File: src/rtl/hex_pkg.sv
// Shared types and constants for the rotating HEX display: sequencer FSM states,
// mux select codes per rotation phase, and the phase-to-one-hot decode.
package hex_pkg;

    typedef enum logic [1:0] {
        STOP = 2'd0,
        RUN  = 2'd1,
        STEP = 2'd2
    } sched_state_t;

    localparam logic [1:0] SEL_P0 = 2'b00;
    localparam logic [1:0] SEL_P1 = 2'b01;
    localparam logic [1:0] SEL_P2 = 2'b10;

    function automatic logic [2:0] phase_to_oh(input logic [1:0] phase);
        logic [2:0] oh;
        case (phase)
            2'd1:    oh = 3'b010;
            2'd2:    oh = 3'b100;
            default: oh = 3'b001;
        endcase
        return oh;
    endfunction

endpackage

File: src/rtl/step_sync.sv
// Two-flop synchroniser for an asynchronous pushbutton followed by a rising-edge
// detector; a held button produces a single one-cycle pulse.
module step_sync (
    input  logic clock,
    input  logic reset,
    input  logic din,
    output logic pulse
);

    logic sync_p0;
    logic sync_p1;
    logic prev_p2;

    always_ff @(posedge clock or posedge reset) begin
        if (reset) begin
            sync_p0 <= 1'b0;
            sync_p1 <= 1'b0;
            prev_p2 <= 1'b0;
        end else begin
            sync_p0 <= din;
            sync_p1 <= sync_p0;
            prev_p2 <= sync_p1;
        end
    end

    assign pulse = sync_p1 & ~prev_p2;

endmodule

File: src/rtl/rotate_sched.sv
// Rotation sequencer for the three-digit HEX display: steps the 3:1 mux select
// on a prescaled tick, with run/pause, direction and single-step control.
// Optional `blank` blink output is built when ROT_SCHED_BLINK_EN is defined.
module rotate_sched
    import hex_pkg::*;
#(
    parameter int PRESCALE = 25_000_000,
    parameter int CNT_W    = 26
) (
    input  logic             clock,
    input  logic             reset,
    input  logic             run,
    input  logic             dir,
    input  logic [1:0]       speed,
    input  logic             step,
    output logic [1:0]       sel,
    output logic [2:0]       phase_oh,
    output logic             tick,
    output logic             running
`ifdef ROT_SCHED_BLINK_EN
    ,
    output logic             blank
`endif
);

    sched_state_t     state;
    sched_state_t     state_nx;
    logic             step_pulse;
    logic [CNT_W-1:0] cnt;
    logic [CNT_W-1:0] limit;
    logic [CNT_W-1:0] limit_m1;
    logic             expire;
    logic [1:0]       phase;
    logic [1:0]       phase_nx;
    logic             advance;

    step_sync u_step_sync (
        .clock (clock),
        .reset (reset),
        .din   (step),
        .pulse (step_pulse)
    );

    assign limit    = CNT_W'(PRESCALE) >> speed;
    assign limit_m1 = limit - CNT_W'(1);
    // >= rather than == so a mid-count speed increase expires on the next RUN cycle
    assign expire   = (cnt >= limit_m1);

    always_ff @(posedge clock or posedge reset) begin
        if (reset) begin
            state <= STOP;
        end else begin
            state <= state_nx;
        end
    end

    always_comb begin
        state_nx = state;
        case (state)
            STOP: begin
                if (run) begin
                    state_nx = RUN;
                end else if (step_pulse) begin
                    state_nx = STEP;
                end
            end
            RUN: begin
                if (!run) begin
                    state_nx = STOP;
                end
            end
            STEP: begin
                state_nx = run ? RUN : STOP;
            end
            default: state_nx = STOP;
        endcase
    end

    always_ff @(posedge clock or posedge reset) begin
        if (reset) begin
            cnt     <= '0;
            tick    <= 1'b0;
            running <= 1'b0;
        end else begin
            if (state == RUN) begin
                cnt <= expire ? '0 : cnt + CNT_W'(1);
            end
            tick    <= (state == RUN) && expire;
            running <= (state_nx == RUN);
        end
    end

    // The registered tick drives the advance, so sel moves on the edge after tick
    assign advance = tick || (state == STEP);

    always_comb begin
        if (dir) begin
            phase_nx = (phase == 2'd0) ? 2'd2 : phase - 2'd1;
        end else begin
            phase_nx = (phase >= 2'd2) ? 2'd0 : phase + 2'd1;
        end
    end

    always_ff @(posedge clock or posedge reset) begin
        if (reset) begin
            phase <= 2'd0;
        end else if (advance) begin
            phase <= phase_nx;
        end
    end

    always_comb begin
        case (phase)
            2'd1:    sel = SEL_P1;
            2'd2:    sel = SEL_P2;
            default: sel = SEL_P0;
        endcase
    end

    assign phase_oh = phase_to_oh(phase);

`ifdef ROT_SCHED_BLINK_EN
    localparam logic [CNT_W:0] BLINK_LAST = (CNT_W + 1)'(2 * PRESCALE - 1);

    logic [CNT_W:0] blink_cnt;

    always_ff @(posedge clock or posedge reset) begin
        if (reset) begin
            blink_cnt <= '0;
            blank     <= 1'b0;
        end else if (state == STOP) begin
            if (blink_cnt >= BLINK_LAST) begin
                blink_cnt <= '0;
                blank     <= ~blank;
            end else begin
                blink_cnt <= blink_cnt + (CNT_W + 1)'(1);
            end
        end else begin
            blink_cnt <= '0;
            blank     <= 1'b0;
        end
    end
`endif

endmodule

File: config.mk
export PLATFORM = sky130hd
export DESIGN_NAME = rotate_sched
export DESIGN_NICKNAME = d
export VERILOG_FILES = /design/src/rtl/hex_pkg.sv /design/src/rtl/step_sync.sv /design/src/rtl/rotate_sched.sv
export SDC_FILE = /design/constraint.sdc
export NUM_CORES = 1
export LEC_CHECK = 0
export ABC_AREA = 0
export CAP_MARGIN = 5
export CORE_ASPECT_RATIO = 0.8
export CORE_UTILIZATION = 40
export DETAILED_ROUTE_END_ITERATION = 8
export GPL_TIMING_DRIVEN = 0
export SYNTH_ARGS = -nofsm -noshare
export SYNTH_HDL_FRONTEND = slang
export SYNTH_HIERARCHICAL = 1
export SYNTH_SLANG_ARGS = --single-unit
File: constraint.sdc
create_clock -name clock -period 2 [get_ports clock]
set_input_delay 0.4 -clock clock [delete_from_list [all_inputs] [get_ports clock]]
set_output_delay 0.4 -clock clock [all_outputs]
set_load 0.01 [all_outputs]
[Word level (Yosys, flattened, before mapping)]
Index checks and enable logic that the tools add are counted.
Storage, ports and cells
  register bits: 35
  input bits: 7
  logic and storage cells: 37
Operators by class
  add/sub/neg operators: 4
  order comparisons: 2
  equality and inequality tests: 5
  shifts and indexed selects: 1
  mux-type cells: 11
  bitwise operators: 2
  reduce and logical (&&, ||, !) cells: 4
Operator list (number)
  26-bit by 1-bit adder with 26-bit output (second input constant): 1
  26-bit >= comparator: 1
  26-bit 2-to-1 mux: 1
  25-bit by 2-bit >> shifter with 26-bit output (first input constant): 1
  26-bit by 1-bit subtractor with 26-bit output (second input constant): 1
  2-bit 2-to-1 mux: 6
  2-bit by 1-bit equality test with 1-bit output (second input constant): 3
  2-bit one-hot mux with 3 select lines: 1
  3-bit one-hot mux with 2 select lines: 1
  2-bit equality test (second input constant): 2
  2-bit zero test: 2
  2-bit one-hot mux with 2 select lines: 1
  2-bit by 1-bit adder with 2-bit output (second input constant): 1
  2-bit >= comparator (second input constant): 1
  2-bit by 1-bit subtractor with 2-bit output (second input constant): 1
  1-bit AND: 1
  1-bit logical AND: 1
  1-bit logical OR: 1
  1-bit 2-to-1 mux: 1
  1-bit NOT: 1

[Logic depth before layout (Yosys ltp)]
  depth in word-level cells: 6
  depth in mapped cells: 15

[Modules after synthesis]
Netlist, hierarchy kept.
By module, submodules not included
  rotate_sched: instances 1, cells an instance 264, area an instance 2298.5 um2
  step_sync: instances 1, cells an instance 5, area an instance 92.6 um2

[Worst setup path after synthesis]
No wires, ideal clock.
  path kind: input to register
  start: input speed[1]
  end: register cnt[20]
  library setup time: 0.069 ns
  arrival time: 2.451 ns
  required time: 1.931 ns
  path slack: -0.519 ns
  stages on the path: 13
  path buffers: 4
  cells stage by stage: buf_6 > and2_4 > buf_6 > ha_1 > ha_1 > a211oi_1 > o21ai_0 > a41o_1 > a32oi_2 > buf_6 > a21oi_4 > buf_6 > nor2_2
Between the ends
  word-level cells in the longest chain between the ends: 4
RTL lines
  start, declared: line rotate_sched.sv:14  | input logic [1:0] speed,
  25-bit by 2-bit >> shifter with 26-bit output: line rotate_sched.sv:44  | assign limit = CNT_W'(PRESCALE) >> speed;
  26-bit by 1-bit subtractor with 26-bit output: line rotate_sched.sv:45  | assign limit_m1 = limit - CNT_W'(1);
  26-bit >= comparator: line rotate_sched.sv:47  | assign expire = (cnt >= limit_m1);
  26-bit 2-to-1 mux: line rotate_sched.sv:86  | cnt <= expire ? '0 : cnt + CNT_W'(1);
  end signal, assigned: line rotate_sched.sv:86
  end, declared: line rotate_sched.sv:29  | logic [CNT_W-1:0] cnt;
Every way passes these cells.
A chain may end at the register's enable or synchronous reset.

[Final worst setup path]
  start: register cnt[25]
  end: register cnt[17]
Between the ends
  word-level cells in the longest chain between the ends: 2
RTL lines (line)
  26-bit >= comparator: rotate_sched.sv:47
  26-bit 2-to-1 mux: rotate_sched.sv:86
Every way passes these cells.

==> results_dict.tcl <==
set metrics [dict create \
    clkSlewWorstSetupHoldPaths_ns 0.08 \
    layout-drive-gt1-share_pct 34.0 \
    synth_top_cell_by_area "dfrtp_1" \
    synth_edf_count 0 \
    fin_hold_ws_ns 0.297 \
    grtUsageTotal_pct 21.1 \
    cp_slowest_stage_delay_ns 0.44 \
    cp_num_buf_inv 4 \
    vias_per_cell 5.22 \
    seq_power_share_pct 31.8 \
    cp_max_fo 5 \
    critical_path.top_delay_family "buffers and inverters" \
    end_kind "flop" \
    setup_viol 27 \
    synthesis.area_mm2 0.00239 \
    finalWorstSetupSlack_ns -0.182 \
    cts_hold_buffers 0 \
    dp_hpwl_um 3950 \
    netlist.area_leader.share_pct 36.6 \
    die_width_um 88.4 \
    gp_congestion 0.810 \
    ys_async_sr_fraction_pct 100 \
    synth_cell_types 45 \
    overflow 0 \
    fin_nets 352 \
    violations "setup timing" \
    slew_viol_final 0 \
    antenna_cells 0 \
    initial_core_util_pct 42.6 \
    tightest_slew_ns 0.618 \
    clockBufferDepth 2 \
    switching_power_uw 1430 \
    rsz0062_at_grt "yes" \
    grt_pass1_wl_um 10000 \
    fin_crit_ns 2.18 \
    vias 2084 \
    power_density_mw_per_mm2 1070 \
    arrival_ns 2.36 \
    die_y_um 71.2 \
    coreArea_mm2 0.00562 \
    p_int_uw 2220 \
    maxSlewHeadroom_pct 58.7 \
    ys_ff_latch 35 \
    antenna_found_initial 0 \
    io_pins 14 \
    cts_buffers 5 \
    synth_common_cells "dfrtp_1 (35), nand2_1 (32), ha_1 (25)" \
    crit_slowest_cell "dfrtp_1" \
    finalPower_uw 3650 \
    clkPwrFrac_pct 18.2 \
    path_class "flop to flop" \
    hold_class "primary input to async pin" \
    p_comb_share_pct 50.0 \
    drtAntennaViolNets 0 \
    ys.warnings.count 6 \
    rows 24 \
    vdd_drop_max_mv 0.599 \
    clk_latency_ns 0.29 \
    run_status "finished, violations left" \
    grt_max_degree 23 \
    wl_per_cell_um 15.6 \
    synth.most_common_cell "dfrtp_1" \
    dr.first_iter.drc_count 141 \
    cts_tree "yes" \
    drt-pass1-iter-count 4 \
    synthCells 269 \
    dieArea_mm2 0.00629 \
    min_period_over_period_pct 109 \
    cts_root_buf "clkbuf_8" \
    syn_to_final_growth_pct 42.6 \
    p_sw_share_pct 39.1 \
    cp.required_ns 2.17 \
    numPortBuffers 12 \
    ys_seq_area_share_pct 36.6 \
    drc 0 \
    start_kind "flop" \
    clkSinkCount 35 \
    grt_pass1_vias 1989 \
    h-tree-depth 2 \
    finClkSkew_ns 0.00328 \
    max_freq_mhz 458 \
    synthTopCellsByArea "dfrtp_1 (37%), ha_1 (13%), nand2_1 (5.0%)" \
    synthFlopType "dfrtp_1" \
    syn_area_per_cell_um2 8.89 \
    p_leak_uw 0.00143 \
    hold_viol_final 0 \
    crit_chain "ha_4 -> and4_4 -> nand4_1 -> nor2_2 -> buf_4 -> a21oi_4 -> buf_6 -> a21oi_4 -> buf_6 -> buf_12 -> nor2_4" \
    wl_um 6210 \
    maxCapViolCount 0 \
]
==> registers in the layout, indices dropped and copies added (netlist names) <==
register / count
cnt: 26
tick: 1
running: 1
phase: 2
u_step_sync/sync_p0: 1
u_step_sync/sync_p1: 1
u_step_sync/prev_p2: 1
state: 2
==> per-stage QoR <==
stage / worst slack [ns] / cells / utilization (%) / instance area, um^2 / TNS, ns
after global placement: -1.18 / 360 / 47.6 / 2670 / -29.54
after CTS: -0.226 / 387 / 56.0 / 3140 / -4.72
after detailed placement: -1.19 / 361 / 48.1 / 2700 / -29.92
after global routing: -0.285 / 399 / 60.7 / 3410 / -6.01
after floorplan: -0.261 / 270 / - / 2460 / -5.44
final: -0.182 / 399 / 60.7 / 3410 / -3.50
==> final cells by class <==
cell class,instances,area (um^2)
timing repair buffer,44,468
sequential,35,882
tap,78,97.6
fill,498,2210
clock buffer,5,68.8
multi-input combinational,202,1660
inverter,22,90.1
buffer,10,93.8
clock inverter,3,47.5
==> power by group through the flow <==
| stage | registers, uW | logic (uW) | clock network, uW |
|---|---|---|---|
| floorplan | 1110 | 916 | 0 |
| detailed placement | 1180 | 1240 | 0 |
| global placement | 1180 | 1200 | 0 |
| finish | 1160 | 1830 | 666 |
| global route | 1190 | 2020 | 712 |
| CTS | 1160 | 1520 | 683 |
==> cells in the final DEF (no fill, tap or decap), drive strengths merged, types with 2 or more instances in the layout <==
cell	count
nand4	6
buf	39
a21boi	2
nor4	2
nor3	8
xor2	2
ha	25
conb	3
clkdlybuf4s50	8
xnor2	10
inv	23
a31oi	5
nand3	17
mux2i	5
a41oi	2
or3	3
dlygate4sd2	3
o22ai	4
a21o	2
clkbuf	9
nand2	33
a21oi	11
o21ai	13
dfrtp	35
nor2	32
o211ai	2
==> worst paths after layout <==
check / from / to / slack [ns] / cells after the start
worst min register to register: u_step_sync/sync_p0$_DFF_PP0_ / u_step_sync/sync_p1$_DFF_PP0_ / 0.36 / 0
worst min-delay path: reset / u_step_sync/prev_p2$_DFF_PP0_ / 0.30 / 2
max in group asynchronous: reset / cnt[10]$_DFFE_PP0N_ / 1.02 / 3
worst max register to register: cnt[25]$_DFFE_PP0N_ / cnt[17]$_DFFE_PP0N_ / -0.18 / 11
worst max-delay path: cnt[25]$_DFFE_PP0N_ / cnt[17]$_DFFE_PP0N_ / -0.18 / 11
min in group clock: u_step_sync/sync_p0$_DFF_PP0_ / u_step_sync/sync_p1$_DFF_PP0_ / 0.36 / 0
==> logic make-up (layout without fill, tap and decap cells) <==
group / count (synthesis) / count (layout) / synth area share, %
flip-flops: 35 / 35 / 36.6
adder cells (fa/ha/maj): 26 / 26 / 13.6
XOR/XNOR: 12 / 12 / 4.40
AND/OR/NAND/NOR: 109 / 109 / 22.9
multiplexers: 5 / 5 / 2.09
other: 2 / 3 / 0.314
AO/OA/AOI/OAI: 47 / 47 / 13.3
buffers and inverters: 33 / 84 / 6.85
==> what timing repair did <==
action | CTS | global route
endpoints found under the setup margin | 30 | 27
resized for setup | 44 | 31
buffers inserted | 18 | 11
pin swaps | 16 | 21
gates cloned | 1 | 1
==> layer usage <==
metal  up-vias  track usage, %  wire length (um)
met1      1015            30.7              2950
met4         0            5.02                55
met3         6            3.73               199
li1       1028               -                 -
met5         -               0                 0
met2        35            32.4              3000
Note: power is estimated with default switching activity, not from simulation.
